**config.mk**
```make
export PLATFORM = sky130hd
export DESIGN_NAME = uart_transceiver
export DESIGN_NICKNAME = d
export VERILOG_FILES = /design/src/rtl/uart_pkg.sv /design/src/rtl/uart_bit_timer.sv /design/src/rtl/uart_transceiver.sv
export SDC_FILE = /design/constraint.sdc
export NUM_CORES = 1
export LEC_CHECK = 0
export ABC_CLOCK_PERIOD_IN_PS = 3500
export BUFFER_PORTS_ARGS = -buffer_cell sky130_fd_sc_hd__buf_4
export CORE_UTILIZATION = 59
export CTS_CLUSTER_DIAMETER = 120
export DETAILED_ROUTE_END_ITERATION = 10
export MAX_ROUTING_LAYER = met4
export PLACE_DENSITY = 0.86
export SYNTH_ARGS = -nofsm -noshare
export SYNTH_HDL_FRONTEND = slang
export SYNTH_SLANG_ARGS = --single-unit
```
**constraint.sdc**
```tcl
create_clock -name clk -period 3.5 [get_ports clk]
set_clock_uncertainty 0.05 [all_clocks]
set_input_delay 0.35 -clock clk [delete_from_list [all_inputs] [get_ports clk]]
set_output_delay 0.35 -clock clk [all_outputs]
set_load 0.005 [all_outputs]
```
**src/rtl/uart_pkg.sv**
```systemverilog
// Shared types, constants and baud arithmetic for the UART transceiver.
package uart_pkg;

  typedef enum logic [1:0] {
    IDLE  = 2'd0,
    START = 2'd1,
    DATA  = 2'd2,
    STOP  = 2'd3
  } uart_state_e;

  localparam int DATA_BITS = 8;

  function automatic int clks_per_bit(input int clk_freq, input int baud);
    return clk_freq / baud;
  endfunction

endpackage

```
**src/rtl/uart_bit_timer.sv**
```systemverilog
// Bit-period down-counter: load a full or half bit period, done when it reaches zero.
module uart_bit_timer #(
  parameter int CLKS_PER_BIT = 868
) (
  input  logic clk,
  input  logic rst,
  input  logic load,
  input  logic half,
  output logic done
);

  localparam int W = $clog2(CLKS_PER_BIT);
  localparam logic [W-1:0] FULL_LOAD = W'(CLKS_PER_BIT - 1);
  localparam logic [W-1:0] HALF_LOAD = W'(CLKS_PER_BIT / 2 - 1);

  logic [W-1:0] count;

  // Loading N-1 makes done fire N cycles after the load edge.
  always_ff @(posedge clk) begin
    if (rst) begin
      count <= '0;
    end else if (load) begin
      count <= half ? HALF_LOAD : FULL_LOAD;
    end else if (count != '0) begin
      count <= count - W'(1);
    end
  end

  assign done = (count == '0);

endmodule

```
**src/rtl/uart_transceiver.sv**
```systemverilog
// Full-duplex 8N1 UART: independent TX serialiser and RX deserialiser sharing clock and baud.
module uart_transceiver
  import uart_pkg::*;
#(
  parameter int BAUD_RATE = 115200,
  parameter int CLK_FREQ  = 100_000_000
) (
  input  logic                 clk,
  input  logic                 rst,
  input  logic [DATA_BITS-1:0] tx_data,
  input  logic                 tx_send_trigger,
  output logic                 tx_busy,
  output logic                 tx,
  input  logic                 rx,
  output logic [DATA_BITS-1:0] rx_data,
  output logic                 rx_valid,
  output logic                 rx_frame_err
);

  // Must be at least 4 so the half-period load stays non-zero.
  localparam int CLKS_PER_BIT = clks_per_bit(CLK_FREQ, BAUD_RATE);
  localparam int BIT_W = $clog2(DATA_BITS);
  localparam logic [BIT_W-1:0] LAST_BIT = BIT_W'(DATA_BITS - 1);

  // ---------------- transmitter ----------------
  uart_state_e          tx_state;
  logic [DATA_BITS-1:0] tx_shift;
  logic [BIT_W-1:0]     tx_bit;
  logic                 tx_load;
  logic                 tx_done;

  always_comb begin
    tx_load = 1'b0;
    if (tx_state == IDLE) begin
      tx_load = tx_send_trigger;
    end else begin
      tx_load = tx_done;
    end
  end

  uart_bit_timer #(.CLKS_PER_BIT(CLKS_PER_BIT)) u_tx_timer (
    .clk  (clk),
    .rst  (rst),
    .load (tx_load),
    .half (1'b0),
    .done (tx_done)
  );

  always_ff @(posedge clk) begin
    if (rst) begin
      tx_state <= IDLE;
      tx_shift <= '0;
      tx_bit   <= '0;
      tx       <= 1'b1;
      tx_busy  <= 1'b0;
    end else begin
      case (tx_state)
        IDLE: begin
          if (tx_send_trigger) begin
            tx_shift <= tx_data;
            tx_bit   <= '0;
            tx       <= 1'b0;
            tx_busy  <= 1'b1;
            tx_state <= START;
          end else begin
            tx      <= 1'b1;
            tx_busy <= 1'b0;
          end
        end
        START: begin
          if (tx_done) begin
            tx       <= tx_shift[0];
            tx_state <= DATA;
          end
        end
        DATA: begin
          if (tx_done) begin
            if (tx_bit == LAST_BIT) begin
              tx       <= 1'b1;
              tx_state <= STOP;
            end else begin
              tx_shift <= tx_shift >> 1;
              tx       <= tx_shift[1];
              tx_bit   <= tx_bit + BIT_W'(1);
            end
          end
        end
        STOP: begin
          // A trigger on the closing edge chains the next frame with no idle gap.
          if (tx_done) begin
            if (tx_send_trigger) begin
              tx_shift <= tx_data;
              tx_bit   <= '0;
              tx       <= 1'b0;
              tx_state <= START;
            end else begin
              tx_busy  <= 1'b0;
              tx_state <= IDLE;
            end
          end
        end
        default: tx_state <= IDLE;
      endcase
    end
  end

  // ---------------- receiver ----------------
  uart_state_e          rx_state;
  logic [DATA_BITS-1:0] rx_shift;
  logic [BIT_W-1:0]     rx_bit;
  logic                 rx_meta;
  logic                 rx_sync;
  logic                 rx_load;
  logic                 rx_half;
  logic                 rx_done;

  always_ff @(posedge clk) begin
    if (rst) begin
      rx_meta <= 1'b1;
      rx_sync <= 1'b1;
    end else begin
      rx_meta <= rx;
      rx_sync <= rx_meta;
    end
  end

  // Entering START loads half a period so later samples land mid-bit.
  always_comb begin
    rx_load = 1'b0;
    rx_half = 1'b0;
    case (rx_state)
      IDLE: begin
        rx_load = ~rx_sync;
        rx_half = 1'b1;
      end
      START:   rx_load = rx_done & ~rx_sync;
      DATA:    rx_load = rx_done;
      default: rx_load = 1'b0;
    endcase
  end

  uart_bit_timer #(.CLKS_PER_BIT(CLKS_PER_BIT)) u_rx_timer (
    .clk  (clk),
    .rst  (rst),
    .load (rx_load),
    .half (rx_half),
    .done (rx_done)
  );

  always_ff @(posedge clk) begin
    if (rst) begin
      rx_state     <= IDLE;
      rx_shift     <= '0;
      rx_bit       <= '0;
      rx_data      <= '0;
      rx_valid     <= 1'b0;
      rx_frame_err <= 1'b0;
    end else begin
      rx_valid     <= 1'b0;
      rx_frame_err <= 1'b0;
      case (rx_state)
        IDLE: begin
          if (!rx_sync) begin
            rx_state <= START;
          end
        end
        START: begin
          if (rx_done) begin
            if (!rx_sync) begin
              rx_bit   <= '0;
              rx_state <= DATA;
            end else begin
              rx_state <= IDLE;
            end
          end
        end
        DATA: begin
          if (rx_done) begin
            rx_shift <= {rx_sync, rx_shift[DATA_BITS-1:1]};
            rx_bit   <= rx_bit + BIT_W'(1);
            if (rx_bit == LAST_BIT) begin
              rx_state <= STOP;
            end
          end
        end
        STOP: begin
          if (rx_done) begin
            if (rx_sync) begin
              rx_data  <= rx_shift;
              rx_valid <= 1'b1;
            end else begin
              rx_frame_err <= 1'b1;
            end
            rx_state <= IDLE;
          end
        end
        default: rx_state <= IDLE;
      endcase
    end
  end

endmodule

```
======== Word-level counts from Yosys, hierarchy flattened ========
Cells that the tools add are included.
cells by class
  $add $sub $neg .......................... 4
  $mul .................................... 0
  divide/modulo/power cells ............... 0
  order comparisons ....................... 0
  equal/unequal tests ..................... 22
  shift-type cells ........................ 0
  multiplexer cells ....................... 49
  bitwise logic cells ..................... 4
  reduce and logical (&&, ||, !) cells .... 21
operators by type and width
  cell                   count
  $mux 10                5
  $mux 8                 4
  $ne 2x2->1 const B     14
  $pmux 8 s3             1
  $mux 2                 11
  $mux 3                 7
  $logic_not 10->1       2
  $reduce_bool 10->1     2
  $sub 10x1->10 const B  2
  $pmux 2 s4             2
  $mux 1                 14
  $reduce_and 4->1       3
  $reduce_and 5->1       2
  $pmux 3 s3             1
  $eq 2x2->1 const B     4
  $reduce_bool 2->1      4
  $add 3x1->3 const B    2
  $eq 3x3->1 const B     2
  $pmux 3 s2             1
  $reduce_and 3->1       2
  $eq 2x1->1 const B     2
  $logic_not 2->1        2
  $pmux 1 s4             1
  $not 1->1              3
  other kinds (7)        7
word-level totals
  flip-flop bits (word level) ............. 60
  latch bits .............................. 0
  memory bits (writable) .................. 0
  memory bits (read-only) ................. 0
  input port bits ......................... 12
  output and inout port bits .............. 12
  memories ................................ 0

======== Longest topological paths before layout ========
Gate-level depths: netlist of the first run.
  word-level depth ........................ 4
  gate-level depth with buffers ........... 8
  mapped depth without buffers ............ 6

======== Modules after synthesis ========
A second synthesis of the first run with hierarchy kept.
unflattened totals
  cells, all modules ...................... 326
  area total of the unflattened synthesis .. 2891.5 µm²
modules (own cells, without submodules)
  module                       times used  cells each  area an instance (µm²)  sequential area each (µm²)
  uart_transceiver             1           204         1801.7                  800.8
  uart_bit_timer (u_tx_timer)  1           61          545.5                   200.2
  uart_bit_timer (u_rx_timer)  1           61          544.3                   200.2

======== Least setup slack after synthesis of the first run ========
Ideal clock, no wire load.
  path type ............................... flip-flop to flip-flop
  from .................................... register u_tx_timer.count[0]
  to ...................................... register tx
  setup time .............................. 132 ps
  data arrival time ....................... 2024 ps
  data required time ...................... 3318 ps
  setup slack ............................. 1294 ps
  stages on the path, launching flop included .. 7
  path buffers ............................ 0
  path through ............................ dfxtp_1 inv_1 ha_1 nor4b_1 a31oi_1 o21ai_0 or3b_2
on the way
  cells in the longest elaborated chain, start to end .. 3
  elaborated cells on any way between the ends .. 5
ends and longest elaborated chain
  element                         line                    text
  from (decl)                     uart_bit_timer.sv:16    logic [W-1:0] count;
  from (signal assigned)          uart_bit_timer.sv:23    count <= half ? HALF_LOAD : FULL_LOAD;
  from (signal assigned)          uart_bit_timer.sv:25    count <= count - W'(1);
  $logic_not 10->1 (*)            uart_bit_timer.sv:29    assign done = (count == '0);
  $ne 2x2->1 (no line)            -
  $reduce_and 4->1 (no line) (*)  -
  to (signal assigned)            uart_transceiver.sv:72  tx <= tx_shift[0];
  to (signal assigned)            uart_transceiver.sv:83  tx <= tx_shift[1];
  to (decl)                       uart_transceiver.sv:13  output logic tx,
Every way passes the cells marked *; elsewhere a longest branch is shown, timed or not.
A chain may end at the register's enable or synchronous reset.

======== Worst setup path in the final report of the first run ========
  from .................................... register u_rx_timer.count[0]
  to ...................................... register rx_shift[4]
on the way
  cells in the longest elaborated chain, start to end .. 2
ends and longest elaborated chain
  element                     line                     text
  from (decl)                 uart_bit_timer.sv:16
  from (signal assigned)      uart_bit_timer.sv:23
  from (signal assigned)      uart_bit_timer.sv:25
  $logic_not 10->1            uart_bit_timer.sv:29
  $reduce_and 2->1 (no line)  -
  to (signal assigned)        uart_transceiver.sv:179  rx_shift <= {rx_sync, rx_shift[DATA_BITS-1:1]};
  to (decl)                   uart_transceiver.sv:109  logic [DATA_BITS-1:0] rx_shift;
Every way passes these cells.

==> results.sh, run 1 <==
export IMPL_core_area_um2=4500
export IMPL_root_buffer="sky130_fd_sc_hd__clkbuf_8"
export IMPL_netlist_top_cells_area="sky130_fd_sc_hd__dfxtp_1 42%, sky130_fd_sc_hd__mux2i_1 9.1%, sky130_fd_sc_hd__a21oi_1 4.9%, sky130_fd_sc_hd__ha_1 4.8%, sky130_fd_sc_hd__nor2_1 4.2%"
export IMPL_grtUsageMet1_pct=32.4
export IMPL_post_route_worst_setup_slack_ns=0.954
export IMPL_netlist_top_cell_by_area="sky130_fd_sc_hd__dfxtp_1"
export IMPL_cts_hold_buffers=0
export IMPL_finalSetupViolCount=0
export IMPL_critical_path_arrival_ns=2.72
export IMPL_clk_slew_on_worst_s_h_paths_ns=0.08
export IMPL_postCtsSetupBuffers=0
export IMPL_cp_end_kind="flop"
export IMPL_most_common_cell_after_layout_fill_and_taps_aside="sky130_fd_sc_hd__dfxtp_1"
export IMPL_postSynthCellCount=300
export IMPL_cells_resized_by_post_cts_repair=0
export IMPL_std_cell_rows=24
export IMPL_timing_setup_tns_ns=0
export IMPL_groute_usage_overall_pct=26.4
export IMPL_yosysTopAreaCellShare_pct=42.1
export IMPL_clockBufferDepth=2
export IMPL_grt_setup_unrepaired="false"
export IMPL_yosys_register_bits=60
export IMPL_startpoint="u_rx_timer.count[0]"
export IMPL_avgViaCountPerCell=6.13
export IMPL_numClockSinks=60
export IMPL_postSynthNetCount=323
export IMPL_timing_critical_path_max_delay_family="simple AND/OR/NAND/NOR gates"
export IMPL_routedWlPerCell_um=15.3
export IMPL_initial_core_util_pct=63.3
export IMPL_crit_reg2reg_launch="u_rx_timer.count[0]"
export IMPL_synth_warning_count=0
export IMPL_outcome="finished, final reports clean"
export IMPL_async_flop_share_pct=0
export IMPL_maxClockFrequency_mhz=393
export IMPL_cp_cell_sequence="inv_1 > ha_1 > or4b_1 > nor4b_4 > mux2i_1 > nor2_1"
export IMPL_finalCriticalPeriod_ns=2.55
export IMPL_postSynthAreaPerCell_um2=9.50
export IMPL_cp_num_buf_inv=1
export IMPL_tightestPinTransition_ns=0.864
export IMPL_wire_length_of_the_first_global_routing_pass_um=10100
export IMPL_grt_met2_usage_pct=41.3
export IMPL_fp_dieArea_um2=5110
export IMPL_setup_worst_path_class="flop to flop"
export IMPL_synth_edff_count=0
export IMPL_drv_slew=0
export IMPL_grt_start_max_net_pins=50
export IMPL_slowest_cell_on_the_critical_path="sky130_fd_sc_hd__nor4b_4"
export IMPL_clk_lat_worst_skew_ns=0.35
export IMPL_detail_route_antenna_nets=0
export IMPL_final_net_count=344
export IMPL_post_dp_hpwl_um=3870
export IMPL_clock_tree_htree_level_count=3
export IMPL_timing_max_cap_violations=0
export IMPL_final_layout_size_suffix_gt1_share_pct=17.8
export IMPL_synth_ff_type="sky130_fd_sc_hd__dfxtp_1"
export IMPL_mostFrequentLayoutCells="60 x sky130_fd_sc_hd__dfxtp_1, 32 x sky130_fd_sc_hd__nor2_1, 28 x sky130_fd_sc_hd__a21oi_1, 26 x sky130_fd_sc_hd__mux2i_1, 26 x sky130_fd_sc_hd__buf_4"
export IMPL_area_growth_syn_to_layout_pct=13.1
export IMPL_total_wirelength_of_the_detailed_routed_design_um=5790
export IMPL_timing_critical_path_required_ns=3.67
export IMPL_cpPeakStageDelay_ns=0.78
export IMPL_worstHoldPathType="input pin to flop"
export IMPL_antenna_diode_instance_count=0
export IMPL_fillers=334
export IMPL_worst_slew_margin_rel_pct=42.2
export IMPL_antenna_violations_before_repair=0
export IMPL_crit_share_post_route_pct=72.7
export IMPL_total_count_of_hold_check_failures_in_the_final_report=0
export IMPL_dieHeight_um=71.5
export IMPL_synthesis_area_um2=2850
export IMPL_p_per_area_nw_per_um2=834
export IMPL_number_of_search_and_repair_iterations_in_the_first_detailed_routing_pass=4
export IMPL_hp_start="rx"
export IMPL_drt_drc_violations_left=0
export IMPL_cts_made_buffers=9
export IMPL_setup_worst_path_start_class="flop"
export IMPL_cp_max_fo=12
export IMPL_grt_ovfl_total=0
export IMPL_grt_most_used_layer="met2"
export IMPL_p_leak_nw=1.20
export IMPL_ir_worst_vdd_mv=0.577
export IMPL_global_route_usage_met3_pct=5.49
export IMPL_post_synth_num_cell_types=53
export IMPL_detailroute_via_count=2317
export IMPL_first_global_vias=2230
export IMPL_gp_congestion=0.857
export IMPL_share_of_the_yosys_chip_area_belonging_to_registers_pct=42.1
export IMPL_cts_tree="done"
export IMPL_io_buffer_count=23
export IMPL_drt_iter0_markers=272
export IMPL_place_ws_ns=1.02
export IMPL_die_w_um=71.5
export IMPL_design_portCount=24
flip-flops by register name, summed over array words and instances, names as in the netlist, named ones only:
register,cells
rx_bit,3
rx_data,8
rx_frame_err,1
rx_meta,1
rx_shift,8
rx_state,1
rx_sync,1
rx_valid,1
tx,1
tx_bit,3
tx_busy,1
tx_shift,8
tx_state,2
u_rx_timer.count,10
u_tx_timer.count,10
metal layers:
metal,vias up,wire length (um)
li1,1155,-
met1,1070,2670
met2,78,2700
met3,14,270
met4,0,154
met5,-,0
synthesized netlist by cell type, types with 2 or more instances:
master	count
sky130_fd_sc_hd__a2111oi_0	2
sky130_fd_sc_hd__a211oi_1	5
sky130_fd_sc_hd__a21oi_1	28
sky130_fd_sc_hd__a22o_1	2
sky130_fd_sc_hd__a311oi_1	8
sky130_fd_sc_hd__a31oi_1	4
sky130_fd_sc_hd__buf_2	2
sky130_fd_sc_hd__clkbuf_1	11
sky130_fd_sc_hd__dfxtp_1	60
sky130_fd_sc_hd__ha_1	11
sky130_fd_sc_hd__inv_1	12
sky130_fd_sc_hd__mux2_2	3
sky130_fd_sc_hd__mux2i_1	26
sky130_fd_sc_hd__nand2_1	9
sky130_fd_sc_hd__nand2b_1	4
sky130_fd_sc_hd__nand3_1	2
sky130_fd_sc_hd__nor2_1	32
sky130_fd_sc_hd__nor2b_1	3
sky130_fd_sc_hd__nor3_1	11
sky130_fd_sc_hd__nor4_1	4
sky130_fd_sc_hd__nor4b_1	2
sky130_fd_sc_hd__o21a_1	4
sky130_fd_sc_hd__o21ai_0	10
sky130_fd_sc_hd__o221a_2	2
sky130_fd_sc_hd__o31ai_1	2
sky130_fd_sc_hd__or2_2	2
sky130_fd_sc_hd__or3_1	3
sky130_fd_sc_hd__or3b_2	3
sky130_fd_sc_hd__or4_1	4
sky130_fd_sc_hd__or4b_1	2
sky130_fd_sc_hd__xnor2_1	4
sky130_fd_sc_hd__xor2_1	2
stage by stage:
stage / power (mW) / std cells / instance area (um^2) / util, % / hold WS [ns]
after CTS: 2.68 / 378 / 3220 / 71.6 / 0.139
final: 2.69 / 378 / 3220 / 71.6 / 0.138
after detailed placement: 2.10 / 362 / 3040 / 67.4 / 0.351
after global routing: 2.88 / 378 / 3220 / 71.6 / 0.125
after global placement: 2.05 / 362 / 3040 / 67.4 / 0.343
after floorplan: 1.88 / 300 / 2850 / - / 0.339
worst paths after layout:
kind	endpoint	slack, ns	cells after the start
min reg2reg	rx_sync	0.37	1
max	rx_shift[4]	0.95	6
max reg2reg	rx_shift[4]	0.95	6
min	rx_meta	0.14	2
final cells by class:
class	instances	area (um^2)	share of cell area [%]
clock buffer	10	138	4.27
inverter	12	45.0	1.40
tap	52	65.1	2.02
timing repair buffer	26	195	6.06
clock inverter	6	48.8	1.51
sequential	60	1200	37.3
multi-input combinational	212	1530	47.5
where the power goes:
part	switching [mW]	internal, mW	total (mW)	leakage [nW]
clock	0.301	0.280	0.581	0.0851
sequential	0.170	0.848	1.02	0.491
combinational	0.603	0.486	1.09	0.619
total	1.07	1.61	2.69	1.20
worst reg2reg max path, cell delays in order (launching register included):
cell and delay, ns:
sky130_fd_sc_hd__dfxtp_1 0.36, sky130_fd_sc_hd__inv_1 0.09, sky130_fd_sc_hd__ha_1 0.19, sky130_fd_sc_hd__or4b_1 0.60, sky130_fd_sc_hd__nor4b_4 0.78, sky130_fd_sc_hd__mux2i_1 0.30, sky130_fd_sc_hd__nor2_1 0.06
cells by family after synthesis:
logic type / Yosys count / synth area share [%]
compound gates: 75 / 18.1
xor+xnor: 6 / 1.84
fa+ha+maj: 11 / 4.83
buf+inv: 28 / 4.17
flops: 60 / 42.1
mux: 29 / 10.3
simple gates: 91 / 18.6
Note: power is estimated with default switching activity, not from simulation.
==> inputs of run 2 (changes only) <==
--- a/config.mk
+++ b/config.mk
@@ -5,7 +5,7 @@
 export SDC_FILE = /design/constraint.sdc
 export NUM_CORES = 1
 export LEC_CHECK = 0
-export ABC_CLOCK_PERIOD_IN_PS = 3500
+export ABC_CLOCK_PERIOD_IN_PS = 2600
 export BUFFER_PORTS_ARGS = -buffer_cell sky130_fd_sc_hd__buf_4
 export CORE_UTILIZATION = 59
 export CTS_CLUSTER_DIAMETER = 120
==> constraint.sdc (replaced) <==
create_clock -name clk -period 2.6 [get_ports clk]
set_clock_uncertainty 0.05 [all_clocks]
set_input_delay 0.26 -clock clk [delete_from_list [all_inputs] [get_ports clk]]
set_output_delay 0.26 -clock clk [all_outputs]
set_load 0.005 [all_outputs]
==> run 2 against run 1 <==
Against the previous run:
- final cell count is 1.6% higher
- register-to-register slack worse by 0.64 ns
- sequential power is 34% higher
- sequential share of layout area is 0.68 points lower
- clock power is 47% higher
- global-route usage is 0.10 points higher
- non-clock buffer count is 6 higher
- critical path depth stayed put
- combinational power is 40% higher
- highest routed layer unchanged
==> results.sh, run 2 (same netlist as run 1, synthesis figures left out) <==
export IMPL_outcome="finished, final reports clean"
export IMPL_area_growth_syn_to_layout_pct=15.2
export IMPL_std_cell_rows=24
export IMPL_routedWlPerCell_um=15.5
export IMPL_setup_worst_path_start_class="flop"
export IMPL_reg_top3="u_rx_timer.count (10), u_tx_timer.count (10)"
export IMPL_p_leak_nw=1.24
export IMPL_grtUsageMet1_pct=32.5
export IMPL_power_sequential_fraction_pct=36.5
export IMPL_cp_max_fo=11
export IMPL_cts_hold_buffers=0
export IMPL_maxClockFrequency_mhz=438
export IMPL_ir_worst_vdd_mv=0.764
export IMPL_seq_area_um2=1200
export IMPL_multiInputGateArea_um2=1530
export IMPL_power_share_clock_pct=22.7
export IMPL_grt_setup_unrepaired="false"
export IMPL_p_per_area_nw_per_um2=1140
export IMPL_timing_critical_path_required_ns=2.77
export IMPL_grt_met2_usage_pct=41.1
export IMPL_grt_most_used_layer="met2"
export IMPL_design_portCount=24
export IMPL_startpoint="u_rx_timer.count[0]"
export IMPL_fp_dieArea_um2=5110
export IMPL_post_dp_hpwl_um=4000
export IMPL_grt_ovfl_total=0
export IMPL_drt_drc_violations_left=0
export IMPL_mostFrequentLayoutCells="60 x sky130_fd_sc_hd__dfxtp_1, 32 x sky130_fd_sc_hd__nor2_1, 32 x sky130_fd_sc_hd__buf_4, 28 x sky130_fd_sc_hd__a21oi_1, 26 x sky130_fd_sc_hd__mux2i_1"
export IMPL_tightestPinTransition_ns=0.581
export IMPL_combinational_share_of_power_pct=40.8
export IMPL_drt_iter0_markers=237
export IMPL_crit_share_post_route_pct=87.8
export IMPL_antenna_diode_instance_count=0
export IMPL_clockBufferDepth=2
export IMPL_die_w_um=71.5
export IMPL_avgViaCountPerCell=6.04
export IMPL_most_common_cell_after_layout_fill_and_taps_aside="sky130_fd_sc_hd__dfxtp_1"
export IMPL_detail_route_antenna_nets=0
export IMPL_number_of_search_and_repair_iterations_in_the_first_detailed_routing_pass=4
export IMPL_postCtsSetupBuffers=0
export IMPL_hp_start="rx"
export IMPL_power_switching_mw=1.46
export IMPL_cp_end_kind="flop"
export IMPL_crit_reg2reg_launch="u_rx_timer.count[0]"
export IMPL_detailroute_via_count=2321
export IMPL_worstHoldPathType="input pin to flop"
export IMPL_total_count_of_hold_check_failures_in_the_final_report=0
export IMPL_grt_start_max_net_pins=50
export IMPL_groute_usage_overall_pct=26.5
export IMPL_place_ws_ns=0.363
export IMPL_postLayoutCoreUtil_pct=72.9
export IMPL_dieHeight_um=71.5
export IMPL_clock_tree_htree_level_count=3
export IMPL_cts_made_buffers=9
export IMPL_critical_path_arrival_ns=2.45
export IMPL_totalPowerFinal_mw=3.76
export IMPL_worst_slew_margin_rel_pct=61.2
export IMPL_clk_slew_on_worst_s_h_paths_ns=0.07
export IMPL_power_switching_fraction_pct=38.7
export IMPL_first_global_vias=2147
export IMPL_finalCriticalPeriod_ns=2.28
export IMPL_post_route_worst_setup_slack_ns=0.318
export IMPL_clk_lat_worst_skew_ns=0.35
export IMPL_total_wirelength_of_the_detailed_routed_design_um=5960
export IMPL_gp_congestion=0.894
export IMPL_wire_length_of_the_first_global_routing_pass_um=10000
export IMPL_intPower_mw=2.30
export IMPL_global_route_usage_met3_pct=7.74
export IMPL_cells_resized_by_post_cts_repair=0
export IMPL_cts_tree="done"
export IMPL_io_buffer_count=23
export IMPL_finalSetupViolCount=0
export IMPL_final_net_count=350
export IMPL_drv_slew=0
export IMPL_timing_setup_tns_ns=0
export IMPL_final_layout_size_suffix_gt1_share_pct=19.3
export IMPL_initial_core_util_pct=63.3
export IMPL_setup_worst_path_class="flop to flop"
export IMPL_antenna_violations_before_repair=0
export IMPL_numClockSinks=60
export IMPL_fillers=329
export IMPL_core_area_um2=4500
export IMPL_timing_max_cap_violations=0
export IMPL_worst_hold_slack_across_all_endpoints_ns=0.0461
export IMPL_root_buffer="sky130_fd_sc_hd__clkbuf_8"
[run 2: area by class of cell]
class	count	share of cell area, %
Clock inverter	6	1.94
Clock buffer	10	4.19
Timing Repair Buffer	32	7.32
Multi-Input combinational cell	212	46.6
Tap cell	52	1.98
Sequential cell	60	36.6
Inverter	12	1.37
[run 2: layer usage]
layer	wire length [um]	part of all wire [%]
met1	2830	48
met2	2740	46
met3	279	4.7
met4	104	1.7
met5	0	0
[run 2: per-stage QoR]
stage	std cells	area, um^2
after floorplan	300	2850
after global placement	368	3080
after detailed placement	368	3080
after CTS	384	3280
after global routing	384	3280
final	384	3280
[run 2: worst paths after layout]
kind,depth (start not counted),slack (ns),end
min reg2reg,1,0.37,rx_sync
max reg2reg,6,0.32,rx_bit[2]
min,2,0.05,rx_meta
max,6,0.32,rx_bit[2]
[run 2: power by group through the flow]
stage | registers [mW] | logic, mW | clock network (mW)
3_3_place_gp | 1.37 | 1.46 | 0
2_1_floorplan | 1.31 | 1.22 | 0
6_report | 1.37 | 1.53 | 0.852
4_1_cts | 1.37 | 1.52 | 0.857
5_1_grt | 1.41 | 1.70 | 0.900
3_5_place_dp | 1.38 | 1.50 | 0
[run 2: critical path: stages, from the launching register on]
cell and delay, ns:
sky130_fd_sc_hd__dfxtp_1 0.36, sky130_fd_sc_hd__inv_1 0.08, sky130_fd_sc_hd__ha_1 0.19, sky130_fd_sc_hd__or4b_1 0.61, sky130_fd_sc_hd__or3_1 0.55, sky130_fd_sc_hd__o21ai_0 0.24
sky130_fd_sc_hd__a21oi_1 0.08
==> inputs of run 3 (changes only) <==
--- a/config.mk
+++ b/config.mk
@@ -5,7 +5,7 @@
 export SDC_FILE = /design/constraint.sdc
 export NUM_CORES = 1
 export LEC_CHECK = 0
-export ABC_CLOCK_PERIOD_IN_PS = 2600
+export ABC_CLOCK_PERIOD_IN_PS = 2500
 export BUFFER_PORTS_ARGS = -buffer_cell sky130_fd_sc_hd__buf_4
 export CORE_UTILIZATION = 59
 export CTS_CLUSTER_DIAMETER = 120
==> constraint.sdc (replaced) <==
create_clock -name clk -period 2.5 [get_ports clk]
set_clock_uncertainty 0.05 [all_clocks]
set_input_delay 0.25 -clock clk [delete_from_list [all_inputs] [get_ports clk]]
set_output_delay 0.25 -clock clk [all_outputs]
set_load 0.005 [all_outputs]
==> run 3 against run 2 <==
Against the previous run:
- first-iteration DRC count is 27% lower
- clock-buffer cell count fell by 1
- combinational power increased by 7%
- critical path type unchanged
- critical endpoint unchanged
==> results.sh, run 3 (same netlist as run 1, synthesis figures left out) <==
export IMPL_numClockSinks=60
export IMPL_clock_tree_htree_level_count=3
export IMPL_setup_worst_path_class="flop to flop"
export IMPL_worstHoldPathType="input pin to flop"
export IMPL_reg_top3="u_rx_timer.count (10), u_tx_timer.count (10)"
export IMPL_total_wirelength_of_the_detailed_routed_design_um=5800
export IMPL_area_growth_syn_to_layout_pct=14.8
export IMPL_cp_cell_sequence="inv_1 > ha_1 > or4b_1 > or3_1 > o21ai_0 > a21oi_1"
export IMPL_maxUsedRoutingLayer="met4"
export IMPL_grt_start_max_net_pins=50
export IMPL_initial_core_util_pct=63.3
export IMPL_post_route_worst_setup_slack_ns=0.246
export IMPL_design_portCount=24
export IMPL_final_net_count=352
export IMPL_tightestPinTransition_ns=0.572
export IMPL_clk_slew_on_worst_s_h_paths_ns=0.07
export IMPL_first_global_vias=2148
export IMPL_wire_length_of_the_first_global_routing_pass_um=9860
export IMPL_outcome="finished, final reports clean"
export IMPL_cts_made_buffers=9
export IMPL_grt_setup_unrepaired="false"
export IMPL_total_count_of_hold_check_failures_in_the_final_report=0
export IMPL_clk_lat_worst_skew_ns=0.34
export IMPL_final_layout_size_suffix_gt1_share_pct=19.8
export IMPL_postLayoutCoreUtil_pct=72.7
export IMPL_most_common_cell_after_layout_fill_and_taps_aside="sky130_fd_sc_hd__dfxtp_1"
export IMPL_cp_max_fo=11
export IMPL_cp_end_kind="flop"
export IMPL_antenna_diode_instance_count=0
export IMPL_cells_resized_by_post_cts_repair=0
export IMPL_std_cell_rows=24
export IMPL_cts_tree="done"
export IMPL_antenna_violations_before_repair=0
export IMPL_place_ws_ns=0.283
export IMPL_cpPeakStageDelay_ns=0.60
export IMPL_detailroute_wirelength_met2_um=2630
export IMPL_io_buffer_count=23
export IMPL_mostFrequentLayoutCells="60 x sky130_fd_sc_hd__dfxtp_1, 34 x sky130_fd_sc_hd__buf_4, 32 x sky130_fd_sc_hd__nor2_1, 28 x sky130_fd_sc_hd__a21oi_1, 26 x sky130_fd_sc_hd__mux2i_1"
export IMPL_grt_ovfl_total=0
export IMPL_count_of_placed_standard_cells_in_the_final_layout_fillers_left_out=386
export IMPL_cts_hold_buffers=0
export IMPL_finalSetupViolCount=0
export IMPL_drt_iter0_markers=174
export IMPL_avgViaCountPerCell=6.08
export IMPL_critical_path_arrival_ns=2.41
export IMPL_root_buffer="sky130_fd_sc_hd__clkbuf_8"
export IMPL_detailroute_via_count=2348
export IMPL_drv_slew=0
export IMPL_timing_critical_path_required_ns=2.66
export IMPL_crit_share_post_route_pct=90.2
export IMPL_ir_worst_vdd_mv=0.756
export IMPL_setup_worst_path_start_class="flop"
export IMPL_placed_instance_count=370
export IMPL_p_leak_nw=1.24
export IMPL_timing_max_cap_violations=0
export IMPL_post_dp_hpwl_um=3920
export IMPL_finalCriticalPeriod_ns=2.25
export IMPL_drt_drc_violations_left=0
export IMPL_p_per_area_nw_per_um2=1170
export IMPL_fillers=312
export IMPL_gp_congestion=0.872
export IMPL_groute_usage_overall_pct=25.8
export IMPL_drt_met1_wl_um=2750
export IMPL_clockBufferDepth=2
export IMPL_maxClockFrequency_mhz=444
export IMPL_core_area_um2=4500
export IMPL_postCtsSetupBuffers=0
export IMPL_routedWlPerCell_um=15.0
export IMPL_wl_met3_um=277
export IMPL_number_of_search_and_repair_iterations_in_the_first_detailed_routing_pass=4
export IMPL_dieHeight_um=71.5
export IMPL_fp_dieArea_um2=5110
export IMPL_die_w_um=71.5
export IMPL_timing_setup_tns_ns=0
export IMPL_detail_route_antenna_nets=0
export IMPL_worst_slew_margin_rel_pct=61.5
export IMPL_slowest_cell_on_the_critical_path="sky130_fd_sc_hd__or4b_1"
-- run 3: report_power, final --
| part | internal [mW] | leakage [nW] | switching, mW |
|---|---|---|---|
| combinational | 0.741 | 0.660 | 0.887 |
| sequential | 1.19 | 0.491 | 0.236 |
| clock | 0.363 | 0.0896 | 0.415 |
| total | 2.29 | 1.24 | 1.54 |
-- run 3: path summary, 6_finish.rpt --
check	startpoint	endpoint	slack, ns	depth (start not counted)
setup / recovery	u_rx_timer.count[0]	rx_bit[2]	0.25	6
hold / removal	rx	rx_meta	0.04	2
setup reg to reg	u_rx_timer.count[0]	rx_bit[2]	0.25	6
hold reg to reg	rx_meta	rx_sync	0.36	1
-- run 3: routing by layer --
| layer | track usage, % | vias up |
|---|---|---|
| li1 | - | 1169 |
| met1 | 32.3 | 1085 |
| met2 | 38.7 | 80 |
| met3 | 6.61 | 14 |
| met4 | 12.9 | 0 |
| met5 | - | - |
-- run 3: final cells by class --
class	instances	area (um^2)	share of cell area (%)
Clock buffer	9	124	3.78
Clock inverter	7	52.6	1.61
Inverter	12	45.0	1.38
Multi-Input combinational cell	212	1530	46.8
Sequential cell	60	1200	36.7
Tap cell	52	65.1	1.99
Timing Repair Buffer	34	255	7.80
-- run 3: critical path, delay by kind of cell (launching register included) --
kind	cells	cell delay [ns]
and+or+nand+nor	2	1.14
adders and majority gates	1	0.18
DFF	1	0.36
AOI/OAI and AO/OA	2	0.31
buffers and inverters	1	0.08
-- run 3: through the flow --
stage                     power [mW]  area, um^2  hold WS, ns
after floorplan                 2.63        2850        0.304
after global placement          2.96        3100        0.343
after detailed placement        3.02        3100        0.346
after CTS                       3.81        3270       0.0222
after global routing            4.09        3270       0.0264
final                           3.83        3270       0.0384
